File: config.mk
export PLATFORM = sky130hd
export DESIGN_NAME = nzet_stream
export DESIGN_NICKNAME = d
export VERILOG_FILES = /design/src/rtl/nzet_pkg.sv /design/src/rtl/nzet_stream_lsb_pick.sv /design/src/rtl/nzet_stream.sv
export SDC_FILE = /design/constraint.sdc
export NUM_CORES = 1
export LEC_CHECK = 0
export ABC_AREA = 1
export BUFFER_PORTS_ARGS = -buffer_cell sky130_fd_sc_hd__buf_4
export CAP_MARGIN = 20
export CORE_MARGIN = 3
export CORE_UTILIZATION = 52
export CTS_CLUSTER_DIAMETER = 50
export DETAILED_ROUTE_END_ITERATION = 12
export PLACE_DENSITY = 0.81
export SLEW_MARGIN = 20
export SYNTH_ARGS = -nofsm -noshare
export SYNTH_HDL_FRONTEND = slang
export SYNTH_SLANG_ARGS = --single-unit
File: constraint.sdc
create_clock -name clk -period 3.44 [get_ports clk]
set_input_delay 0.172 -clock clk [delete_from_list [all_inputs] [get_ports clk]]
set_output_delay 0.172 -clock clk [all_outputs]
set_load 0.02 [all_outputs]
File: src/rtl/nzet_pkg.sv
// Shared types and helpers for the nonzero-element stream extractor.
// FSM state enum, popcount and width helpers.
package nzet_pkg;

  typedef enum logic {
    IDLE,
    BUSY
  } state_t;

  localparam int MAXN = 64;

  function automatic int unsigned popcnt(
    input logic [MAXN-1:0] m
  );
    int unsigned c;
    c = 0;
    for (int i = 0; i < MAXN; i++)
      if (m[i]) c++;
    return c;
  endfunction

  // bits needed to hold a count 0..n
  function automatic int cnt_w(input int n);
    return $clog2(n + 1);
  endfunction

endpackage

File: src/rtl/nzet_stream_lsb_pick.sv
// Lowest-set-bit picker: one-hot of the lowest set bit of mask, its index,
// and the mask with that bit cleared. Ports: mask in; onehot, idx, rest out.
module nzet_lsb_pick #(
  parameter int N = 4
) (
  input  logic [N-1:0]         mask,
  output logic [N-1:0]         onehot,
  output logic [$clog2(N)-1:0] idx,
  output logic [N-1:0]         rest
);

  localparam int IW = $clog2(N);

  // m & -m isolates the lowest set bit
  assign onehot = mask & (~mask + N'(1));
  assign rest   = mask ^ onehot;

  always_comb begin
    idx = '0;
    for (int i = 0; i < N; i++)
      if (onehot[i]) idx = IW'(i);
  end

endmodule

File: src/rtl/nzet_stream.sv
// Streaming nonzero-element extractor: emits set lanes of a masked N-lane
// vector, up to K per beat, ascending index, valid/ready on both sides.
// Ports: clk, rst (sync, active-high); in_valid/in_ready/in_mask/in_data;
// out_valid/out_ready/out_data/out_idx/out_cnt/out_last.
// Build option: NZET_SKIP_EMPTY_EN drops all-zero masks without a beat.
module nzet_stream
  import nzet_pkg::*;
#(
  parameter int N = 4,
  parameter int K = 2,
  parameter int W = 16
) (
  input  logic                       clk,
  input  logic                       rst,
  input  logic                       in_valid,
  output logic                       in_ready,
  input  logic [N-1:0]               in_mask,
  input  logic [N*W-1:0]             in_data,
  output logic                       out_valid,
  input  logic                       out_ready,
  output logic [K*W-1:0]             out_data,
  output logic [K*$clog2(N)-1:0]     out_idx,
  output logic [$clog2(K+1)-1:0]     out_cnt,
  output logic                       out_last
);

  localparam int IDXW = $clog2(N);
  localparam int CW   = cnt_w(N);
  localparam int OCW  = $clog2(K + 1);

  state_t state, state_n;

  logic [N*W-1:0] data_q;
  logic [N-1:0]   rem;

  logic [N-1:0]    m  [K+1];
  logic [N-1:0]    oh [K];
  logic [IDXW-1:0] ix [K];

  logic          busy;
  logic [CW-1:0] pc;
  logic [CW-1:0] cnt;
  logic          last;
  logic          acc_in;
  logic          acc_last;
  logic          skip;

  assign busy = (state == BUSY);
  assign m[0] = rem;

  // K chained pickers; each strips the previous pick
  for (genvar j = 0; j < K; j++) begin : g_slot
    logic [W-1:0] sd;

    nzet_lsb_pick #(.N(N)) u_pick (
      .mask   (m[j]),
      .onehot (oh[j]),
      .idx    (ix[j]),
      .rest   (m[j+1])
    );

    always_comb begin
      sd = '0;
      for (int i = 0; i < N; i++)
        if (oh[j][i]) sd = data_q[i*W +: W];
    end

    assign out_data[j*W +: W] =
      busy ? sd : '0;
    assign out_idx[j*IDXW +: IDXW] =
      busy ? ix[j] : '0;
  end

  assign pc   = CW'(popcnt(MAXN'(rem)));
  assign cnt  = (pc > CW'(K)) ? CW'(K) : pc;
  assign last = (pc <= CW'(K));

`ifdef NZET_SKIP_EMPTY_EN
  assign skip = (in_mask == '0);
`else
  assign skip = 1'b0;
`endif

  always_comb begin
    state_n   = state;
    out_valid = busy;
    out_cnt   = busy ? OCW'(cnt) : '0;
    out_last  = busy & last;
    acc_last  = busy & out_ready & last;
    in_ready  = !busy || acc_last;
    acc_in    = in_valid & in_ready;
    unique case (state)
      IDLE: begin
        if (acc_in && !skip)
          state_n = BUSY;
      end
      BUSY: begin
        if (acc_in && !skip)
          state_n = BUSY;
        else if (acc_last)
          state_n = IDLE;
      end
    endcase
  end

  always_ff @(posedge clk) begin
    if (rst)
      state <= IDLE;
    else
      state <= state_n;
  end

  always_ff @(posedge clk) begin
    if (rst) begin
      rem    <= '0;
      data_q <= '0;
    end else if (acc_in) begin
      rem    <= in_mask;
      data_q <= in_data;
    end else if (busy && out_ready) begin
      rem    <= m[K];
    end
  end

endmodule

==> flow_summary.ini <==
[critical_path]
nature_of_the_critical_path_startpoint = flop
critical_path_buffer_and_inverter_count = 4
worst_path_most_repeated_cell = sky130_fd_sc_hd__inv_1
worst_setup_path_end_kind = output port
cp.required_ns = 3.27
critical_path.top_delay_family = buffers and inverters
timing.reg2reg.setup_slack_ns = 0.56
critPathSlowestCell = sky130_fd_sc_hd__inv_1
timing.critical_path.fanout_max = 32
crit_chain = inv_1, fa_1, inv_1, nor2_1, inv_1, o21ai_0, a21oi_1, buf_4
cp_data_arrival_time_ns = 2.74
worst-setup-path-type = flop to output port
crit_path_max_incr_delay_ns = 0.62

[timing]
finalWorstPathRequiredPeriod_ns = 2.91
period_share_pct = 84.5
worst_setup_skew_after_layout_ns = 0.00578
timing.hold.ws_ns = 0.0741
max-slew-margin-rel_pct = 32.7
rsz0062_at_grt = no
slew_viol_final = 0
final.setup.tns_ns = 0
worst_slew_pin_slew_ns = 1.01
setup_viol_count_final = 0
hold_viol_final = 0
max_freq_ghz = 0.344

[clock_network]
clock_transition_at_the_registers_of_the_reported_paths_ns = 0.07
cts_tree = done
cts_sinks = 69
cts-resized-gates = 0
hold_buffers = 0
cts-htree-levels = 3
clock_insertion_delay_worst_skew_ns = 0.35
cts-buffers-inserted = 9
ctsRootBufferMaster = sky130_fd_sc_hd__clkbuf_8
cts_buffer_depth = 2
number_of_buffers_inserted_to_repair_setup_after_cts = 0

[floorplan]
fp.dieW_um = 92.2
core_um2 = 7020
std_cell_rows = 30
design.die.area_um2 = 8510
fp.dieH_um = 92.2
initial_utilization_pct = 55.1
design.portCount = 113

[placement]
detailedPlacementHpwl_mm = 8.10
finalWeightedCongestion = 0.933
port_buffers = 112
number_of_placed_instances_taps_included = 701
area_post_placement_um2 = 4650

[pwr]
leakagePower_uw = 0.00198
power-per-cell-area_nw_per_um2 = 385
peakVddDrop_mv = 0.213

[logic_synthesis]
synth_nets = 607
yosys_warnings = 0
postSynthRegisterBits = 69
netlist_area_um2 = 3870
synthesis.instances = 528
yosys.cell_types.count = 26
synth-edff-count = 0
ys_seq_area_share_pct = 35.7
avgSynthCellArea_um2 = 7.32
synth_flop_cell = sky130_fd_sc_hd__dfxtp_1
yosysTopAreaCell = sky130_fd_sc_hd__dfxtp_1
synth.top_cell.area_share_pct = 35.7
synth_top_area_cells = sky130_fd_sc_hd__dfxtp_1, sky130_fd_sc_hd__nand2_1, sky130_fd_sc_hd__a21oi_2, sky130_fd_sc_hd__a21oi_1, sky130_fd_sc_hd__nand2_2
synthArstFlopShare_pct = 0
synthTopCellsByCount = sky130_fd_sc_hd__nand2_1, sky130_fd_sc_hd__dfxtp_1, sky130_fd_sc_hd__a21oi_1
synthMostInstantiatedCell = sky130_fd_sc_hd__nand2_1

[cells_and_area]
post_route_cells_drive_above_1_share_pct = 35.5
diodes = 0
nNetsFinal = 695
fill_cells = 639
areaGrowthSynthToFinish_pct = 24.5
layout.cell_area.non_filler_um2 = 4810
layout.cells.non_filler = 715

[global_route]
grt_pass1_vias = 3588
maximum_number_of_pins_on_one_net_before_global_route_repair = 70
grt-ovfl-total = 0
antenna_found_initial = 0
grt_first_pass_wirelength_mm = 18.1
globalRouteTotalUtil_pct = 26.6

[drt]
drtAntennaViolNets = 0
drt_pass1_iterations = 5
via_per_inst = 5.51
wl_per_cell_um = 16.0
via_count = 3938
route.final.wire_length_mm = 11.4
remaining_drc_errors = 0
drt_iter0_drc = 410

[status]
status = finished clean

[job]
drv_cap = 0

[worst_hold_path]
worstHoldPathType = input port to flop
[cell usage in the layout (no fill, tap or decap), types with 4 or more instances in the layout]
cell type                  count
sky130_fd_sc_hd__nand3_1      40
sky130_fd_sc_hd__nand2_2      40
sky130_fd_sc_hd__ha_1          6
sky130_fd_sc_hd__dfxtp_1      69
sky130_fd_sc_hd__a21oi_1      64
sky130_fd_sc_hd__nand2_1     128
sky130_fd_sc_hd__inv_1        17
sky130_fd_sc_hd__clkbuf_8     11
sky130_fd_sc_hd__nor2_1        4
sky130_fd_sc_hd__buf_4       119
sky130_fd_sc_hd__a21oi_2      40
sky130_fd_sc_hd__o21ai_0      48
sky130_fd_sc_hd__a22oi_1      16
[routing by layer]
layer | global-route usage (%) | share of wire, %
met5 | 0 | 0
met4 | 7.92 | 2.1
met3 | 4.43 | 8.3
met2 | 43.7 | 46
met1 | 35.9 | 43
[sequential cells by signal, indices dropped and copies added (netlist names)]
name,flops
out_valid,1
data_q,64
rem,4
[layout make-up]
| cell class | instances | area, um2 | area share, % |
|---|---|---|---|
| multi-input combinational | 397 | 2160 | 44.9 |
| sequential | 69 | 1380 | 28.7 |
| timing repair buffer | 120 | 913 | 19.0 |
| clock buffer | 12 | 155 | 3.22 |
| tap | 96 | 120 | 2.50 |
| inverter | 19 | 72.6 | 1.51 |
| clock inverter | 2 | 10.0 | 0.208 |
[cell families after synthesis]
logic type | count (synthesis) | synth area share [%]
and+or+nand+nor | 219 | 26.2
AOI/OAI and AO/OA | 171 | 27.2
DFF | 69 | 35.7
buffers and inverters | 62 | 8.41
adders and majority gates | 7 | 2.46
[path summary, 6_finish.rpt]
path | startpoint | to | depth (start not counted)
max reg2reg | rem[1]$_SDFFE_PP0P_ | data_q[54]$_SDFFE_PP0P_ | 13
max | rem[1]$_SDFFE_PP0P_ | out_data[21] | 8
min | in_data[39] | data_q[39]$_SDFFE_PP0P_ | 3
min reg2reg | data_q[1]$_SDFFE_PP0P_ | data_q[1]$_SDFFE_PP0P_ | 2
[per-stage QoR]
step | setup WS, ns | power [uW] | utilization [%]
after floorplan | 0.800 | 1150 | -
after global placement | 0.713 | 1270 | 66.2
after detailed placement | 0.589 | 1280 | 66.2
after CTS | 0.531 | 1860 | 68.6
after global routing | 0.316 | 1930 | 68.6
final | 0.533 | 1850 | 68.6
[power breakdown]
| group | total (uW) | switching, uW | internal [uW] |
|---|---|---|---|
| Combinational | 385 | 229 | 156 |
| Sequential | 886 | 37.9 | 848 |
| Clock | 581 | 291 | 291 |
| Total | 1850 | 558 | 1290 |
[tightest hold or removal path: cells and delay by family]
kind | cells | cell delay [ns]
AOI/OAI and AO/OA | 1 | 0.04
buffers and inverters | 1 | 0.11
and+or+nand+nor | 1 | 0.06
(Power assumes the default switching activity.)
